--- src/rtl/gshare_bpu_pkg.sv ---
// Shared constants and index/tag helpers for the gshare branch predictor.
package bpu_pkg;

    // Default geometry; modules take their own parameters, these are the reference sizes.
    localparam int XLEN_DEF      = 32;
    localparam int GHR_W_DEF     = 8;
    localparam int PHT_IDX_W_DEF = 8;
    localparam int BTB_IDX_W_DEF = 4;
    localparam int CTR_W_DEF     = 2;

    // Saturating counter constants (2-bit: 0..3, reset to weakly not-taken).
    localparam int CTR_MAX  = (1 << CTR_W_DEF) - 1;
    localparam int CTR_INIT = 1;

    // BTB entry field widths: tag is what remains above the index and byte offset.
    localparam int BTB_TAG_W_DEF = XLEN_DEF - BTB_IDX_W_DEF - 2;
    localparam int BTB_TGT_W_DEF = XLEN_DEF;

    function automatic int btb_tag_w(input int xlen, input int idx_w);
        return xlen - idx_w - 2;
    endfunction

    // gshare index: word-aligned PC bits XOR zero-extended history, masked to idx_w bits.
    function automatic logic [63:0] pht_index(input logic [63:0] pc,
                                              input logic [63:0] ghr,
                                              input int          idx_w);
        logic [63:0] mask;
        mask = (64'd1 << idx_w) - 64'd1;
        return ((pc >> 2) ^ ghr) & mask;
    endfunction

    // BTB tag: everything above the BTB index bits; caller truncates to tag width.
    function automatic logic [63:0] btb_tag(input logic [63:0] pc, input int idx_w);
        return pc >> (idx_w + 2);
    endfunction

endpackage

--- src/rtl/gshare_bpu_pht.sv ---
// Pattern history table: array of saturating counters, one async read, one sync update.
module bpu_pht #(
    parameter int IDX_W    = 8,
    parameter int CTR_W    = 2,
    parameter int CTR_INIT = 1
) (
    input  logic             clk,
    input  logic             rst,
    input  logic [IDX_W-1:0] i_rd_idx,
    output logic [CTR_W-1:0] o_rd_ctr,
    input  logic             i_upd_en,
    input  logic [IDX_W-1:0] i_upd_idx,
    input  logic             i_upd_taken
);
    localparam int               N      = 1 << IDX_W;
    localparam logic [CTR_W-1:0] C_MAX  = '1;
    localparam logic [CTR_W-1:0] C_INIT = CTR_W'(CTR_INIT);

    logic [CTR_W-1:0] r_ctr [N];
    logic [CTR_W-1:0] w_cur;

    assign o_rd_ctr = r_ctr[i_rd_idx];
    assign w_cur    = r_ctr[i_upd_idx];

    // Reset every counter; otherwise step the addressed counter toward the outcome, saturating.
    always_ff @(posedge clk) begin
        if (rst) begin
            for (int i = 0; i < N; i++) r_ctr[i] <= C_INIT;
        end else if (i_upd_en) begin
            if (i_upd_taken && w_cur != C_MAX)
                r_ctr[i_upd_idx] <= w_cur + 1'b1;
            else if (!i_upd_taken && w_cur != '0)
                r_ctr[i_upd_idx] <= w_cur - 1'b1;
        end
    end

endmodule

--- src/rtl/gshare_bpu.sv ---
// gshare predictor: tagged direct-mapped BTB, PHT, speculative GHR with checkpoint repair.
module gshare_bpu
    import bpu_pkg::*;
#(
    parameter int XLEN      = 32,
    parameter int GHR_W     = 8,
    parameter int PHT_IDX_W = 8,
    parameter int BTB_IDX_W = 4,
    parameter int CTR_W     = 2,
    parameter int CTR_INIT  = 1
) (
    input  logic                 clk,
    input  logic                 rst,
    input  logic                 f_valid,
    input  logic                 f_stall,
    input  logic [XLEN-1:0]      f_pc,
    output logic                 pred_hit,
    output logic                 pred_is_jump,
    output logic                 pred_taken,
    output logic [XLEN-1:0]      pred_target,
    output logic [GHR_W-1:0]     pred_ghr,
    output logic [PHT_IDX_W-1:0] pred_pht_idx,
    input  logic                 e_valid,
    input  logic [XLEN-1:0]      e_pc,
    input  logic                 e_is_branch,
    input  logic                 e_is_jump,
    input  logic                 e_taken,
    input  logic [XLEN-1:0]      e_target,
    input  logic                 e_pred_taken,
    input  logic [XLEN-1:0]      e_pred_target,
    input  logic [GHR_W-1:0]     e_ghr,
    input  logic [PHT_IDX_W-1:0] e_pht_idx,
    output logic                 e_mispredict,
    output logic [XLEN-1:0]      e_redirect_pc
);
    localparam int TAG_W = btb_tag_w(XLEN, BTB_IDX_W);
    localparam int BTB_N = 1 << BTB_IDX_W;

    logic [GHR_W-1:0]     r_ghr;
    logic [BTB_N-1:0]     r_btb_vld;
    logic [BTB_N-1:0]     r_btb_jmp;
    logic [TAG_W-1:0]     r_btb_tag [BTB_N];
    logic [XLEN-1:0]      r_btb_tgt [BTB_N];

    logic [BTB_IDX_W-1:0] w_fidx, w_eidx;
    logic [TAG_W-1:0]     w_ftag, w_etag;
    logic [CTR_W-1:0]     w_ctr;
    logic                 w_ctl, w_etaken, w_alias, w_fshift, w_btb_wr, w_btb_clr;

    // ---- fetch-side lookup ----
    assign w_fidx       = f_pc[BTB_IDX_W+1:2];
    assign w_ftag       = TAG_W'(btb_tag(64'(f_pc), BTB_IDX_W));
    assign pred_pht_idx = PHT_IDX_W'(pht_index(64'(f_pc), 64'(r_ghr), PHT_IDX_W));
    assign pred_hit     = r_btb_vld[w_fidx] && (r_btb_tag[w_fidx] == w_ftag);
    assign pred_is_jump = pred_hit && r_btb_jmp[w_fidx];
    assign pred_target  = r_btb_tgt[w_fidx];
    assign pred_taken   = pred_hit && (pred_is_jump || w_ctr[CTR_W-1]);
    assign pred_ghr     = r_ghr;

    // Only conditional branches that hit the BTB feed speculative history.
    assign w_fshift = f_valid && !f_stall && pred_hit && !pred_is_jump;

    // ---- execute-side resolution ----
    assign w_ctl    = e_is_branch | e_is_jump;
    assign w_etaken = e_taken | e_is_jump;
    // A non-control instruction that was predicted taken hit a stale/aliased BTB entry.
    assign w_alias  = !w_ctl && e_pred_taken;
    assign e_mispredict = e_valid && (
                              (w_ctl && (w_etaken != e_pred_taken)) ||
                              (w_etaken && (e_target != e_pred_target)) ||
                              w_alias);
    assign e_redirect_pc = w_etaken ? e_target : e_pc + XLEN'(4);

    assign w_eidx    = e_pc[BTB_IDX_W+1:2];
    assign w_etag    = TAG_W'(btb_tag(64'(e_pc), BTB_IDX_W));
    assign w_btb_wr  = e_valid && w_ctl && w_etaken;
    assign w_btb_clr = e_valid && w_alias;

    bpu_pht #(
        .IDX_W    (PHT_IDX_W),
        .CTR_W    (CTR_W),
        .CTR_INIT (CTR_INIT)
    ) u_pht (
        .clk         (clk),
        .rst         (rst),
        .i_rd_idx    (pred_pht_idx),
        .o_rd_ctr    (w_ctr),
        .i_upd_en    (e_valid && e_is_branch),
        .i_upd_idx   (e_pht_idx),
        .i_upd_taken (w_etaken)
    );

    // History: repair from the carried checkpoint beats the same-cycle fetch shift.
    always_ff @(posedge clk) begin
        if (rst)
            r_ghr <= '0;
        else if (e_mispredict)
            r_ghr <= e_is_branch ? GHR_W'({e_ghr, w_etaken}) : e_ghr;
        else if (w_fshift)
            r_ghr <= GHR_W'({r_ghr, pred_taken});
    end

    // BTB valid bits: allocate on taken control flow, drop on alias.
    always_ff @(posedge clk) begin
        if (rst)
            r_btb_vld <= '0;
        else if (w_btb_wr)
            r_btb_vld[w_eidx] <= 1'b1;
        else if (w_btb_clr)
            r_btb_vld[w_eidx] <= 1'b0;
    end

    // BTB payload needs no reset; it is only read behind a valid bit.
    always_ff @(posedge clk) begin
        if (!rst && w_btb_wr) begin
            r_btb_tag[w_eidx] <= w_etag;
            r_btb_tgt[w_eidx] <= e_target;
            r_btb_jmp[w_eidx] <= e_is_jump;
        end
    end

endmodule

--- config.mk ---
export PLATFORM = sky130hd
export DESIGN_NAME = gshare_bpu
export DESIGN_NICKNAME = d
export VERILOG_FILES = /design/src/rtl/gshare_bpu_pkg.sv /design/src/rtl/gshare_bpu_pht.sv /design/src/rtl/gshare_bpu.sv
export SDC_FILE = /design/constraint.sdc
export NUM_CORES = 2
export LEC_CHECK = 0
export ABC_AREA = 1
export ABC_CLOCK_PERIOD_IN_PS = 5200
export CORE_MARGIN = 3
export CORE_UTILIZATION = 40
export CTS_BUF_LIST = sky130_fd_sc_hd__clkbuf_4 sky130_fd_sc_hd__clkbuf_8
export DETAILED_ROUTE_END_ITERATION = 8
export PLACE_DENSITY = 0.62
export SLEW_MARGIN = 20
export SYNTH_ARGS = -nofsm -noshare
export SYNTH_HDL_FRONTEND = slang
export SYNTH_SLANG_ARGS = --single-unit
--- constraint.sdc ---
create_clock -name clk -period 5.2 [get_ports clk]
set_clock_uncertainty 0.2 [all_clocks]
set_input_delay 1.04 -clock clk [delete_from_list [all_inputs] [get_ports clk]]
set_output_delay 1.04 -clock clk [all_outputs]
set_load 0.05 [all_outputs]
==> out/metrics.cfg <==
[cells_and_area]
multiInputGateArea_sq_um = 22500
drive_gt1_frac = 0.134
area_growth_pct = 20.2
fin_nets = 8044
fillers = 15873
ff_latch_area_sq_um = 44200

[cts]
clkTransAtPathRegs_ns = 0.06
cts_tree = built
numCtsBuffers = 275
clkLatencyLatePin_ns = 1.04
h-tree-depth = 5
cts_buffer_depth = 4
cts.sinks = 1480
cts-root-buf = clkbuf_8

[worst_setup_path]
startpoint_type = primary input
arrival_ns = 3.85
crit_fanout = 46
cp.required_ns = 3.96
path_class = in -> out
cp-end-kind = output pin

[die]
core_area_sq_um = 174000
pin_count = 237
chipHeight_um = 425
die_w_um = 425
die-area_sq_um = 180000
rows = 153
start_util = 0.403

[timing]
fin_ws_ns = 0.105
maxSlewViolCount = 0
timing.hold.ws_ns = 0.281
rsz0062_at_grt = no
setup_viol_count_final = 0
hold_viol = 0
tns_ns = 0
finalCritPeriodShare = 0.980
tightest_slew_ns = 1.14
period_minus_slack_ns = 5.09
fmax_mhz = 196
relSlewSlack = 0.233

[synthesis]
synth_cell_type_count = 38
netlist_area_sq_um = 70100
seq_area_frac_synth = 0.630
synth.yosys.warnings = 0
ys_async_sr_fraction = 0
synthTopCellsByArea = edfxtp_1, nand2_1, nand3_1, nor2_1, o21ai_0
yosys.area.top_type = edfxtp_1
ys_ff_latch = 1480
netlist_instances = 7430
synth_top_area_frac = 0.623
synth_ff_type = edfxtp_1
synth_edf_count = 1456
yosysMostFrequentCell = nand2_1
syn_nets = 7587
avgSynthCellArea_sq_um = 9.44
synth_common_cells = nand2_1, edfxtp_1, nand3_1

[global_routing]
grt_pass1_vias = 55248
grt_overflow = 0
grt_use_total = 0.267
grt_max_degree = 169
grt_first_pass_wirelength_um = 359000
antenna_found_initial = 2

[placement]
dp_hpwl_um = 154000
dp_slack_ns = -0.425
gp_congestion = 1.01
portBuffers = 234

[routing]
vias = 58269
wire_per_inst_um = 23.9
ant_nets = 0
post-route-drc-count = 0
drt-pass1-iter-count = 8
route.met3.wl_um = 25300
top_layer_used = met4
vias_per_cell = 5.60
wl_um = 248000
drtIter0Drc = 7717
met1_length_um = 94600
routed-wl-met2_um = 117000

[flow_run]
drv_cap = 0

[power_and_ir_drop]
power_density_nw_per_um2 = 332
p_leak_nw = 31.8
peakVddDrop_v = 0.000289
finalPower_mw = 28.0

[run_status]
status = complete, no violations

[worst_hold_path]
holdCritPathClass = reg -> reg

==> flip-flops by register name (all words and copies together) (netlist names), named ones only <==
signal       count
pred_ghr         8
r_btb_tgt      512
u_pht.r_ctr    512
r_btb_tag      416
r_btb_jmp       16
==> power by group <==
group | switching [mW] | internal [mW] | total (mW) | leakage (nW)
Combinational | 2.69 | 1.18 | 3.87 | 16.0
Sequential | 0.0627 | 13.2 | 13.3 | 13.2
Clock | 4.90 | 5.91 | 10.8 | 2.67
==> area by class of cell <==
| type | instances | share of cell area |
|---|---|---|
| flip-flops and latches | 1480 | 0.524 |
| multi-input cells | 4989 | 0.267 |
| repair buffers | 725 | 0.0948 |
| clock buffers | 357 | 0.0529 |
| well taps | 2325 | 0.0345 |
| inverters | 416 | 0.0191 |
| clock inverters | 99 | 0.00732 |
| diodes | 6 | 0.000178 |
==> stage by stage <==
step	instance area, sq um	instances	utilization
after detailed placement	78900	9927	0.454
after CTS	84100	10385	0.483
after global placement	78900	9927	0.454
final	84300	10397	0.484
after global routing	84300	10394	0.484
after floorplan	70100	7430	-
==> logic make-up (layout without fill, tap and decap cells) <==
logic type / Yosys count / in the layout / synth area share
other: 0 / 6 / 0
adders and majority gates: 4 / 4 / 0.000714
DFF: 1480 / 1480 / 0.630
buffers and inverters: 961 / 1597 / 0.0548
and+or+nand+nor: 4233 / 4233 / 0.249
xor gates and xnor gates: 56 / 56 / 0.00699
AOI/OAI and AO/OA: 696 / 696 / 0.0579
==> worst max-delay path, cell delays in order <==
cell	delay, ns
buf_8	0.19
buf_16	0.26
nand2_2	0.13
nand2_4	0.19
buf_12	0.21
buf_4	0.19
nand2_1	0.06
nand3_1	0.07
nand3_1	0.17
nand3_1	0.14
nand3_1	0.17
nand3_1	0.14
nand3_1	0.08
nand3_1	0.07
nand3_1	0.17
buf_4	0.21
nand2_1	0.10
buf_12	0.14
==> path summary, 6_finish.rpt <==
check | start | slack [ns] | to | cells after the start
worst min register to register | register | 0.28 | register | 2
worst max-delay path | f_pc[2] | 0.11 | pred_taken | 18
worst min-delay path | register | 0.28 | register | 2
worst max register to register | u_pht.r_ctr[163][1]$_SDFFCE_PN0P_ | 1.40 | u_pht.r_ctr[37][0]$_SDFFCE_PN1P_ | 19
==> repair_timing <==
action | 4_1_cts | 5_1_grt
setup buffers | 2 | 2
pin swaps | 9 | 8
hold buffers | 0 | 0
gates cloned | 0 | 4
setup endpoints to repair | 11 | 7
gates resized for setup | 20 | 18
==> per-layer routing <==
metal	GRT usage	vias to the layer above
li1	-	26219
met1	0.349	27982
met2	0.433	3441
met3	0.0490	627
met4	0.121	0
met5	0	-
==> cell usage in the layout (no fill, tap or decap), types with 6 or more instances in the layout <==
cell type	n
nor3_1	12
nand2_2	6
clkinvlp_4	7
a21oi_1	37
o221ai_1	105
clkdlybuf4s50_1	153
nand3_1	1024
clkinv_1	63
diode_2	6
xor2_1	17
nor2_1	804
nor2_4	30
clkbuf_4	72
o22ai_1	38
buf_12	160
o21ai_0	389
clkbuf_8	286
inv_1	401
bufinv_16	7
buf_4	395
clkinv_2	26
xnor2_1	34
o211ai_1	49
nand2_1	2231
dfxtp_1	23
nor2_2	40
edfxtp_1	1456
nand4_1	62
o21ai_1	72
(Power assumes the default switching activity.)
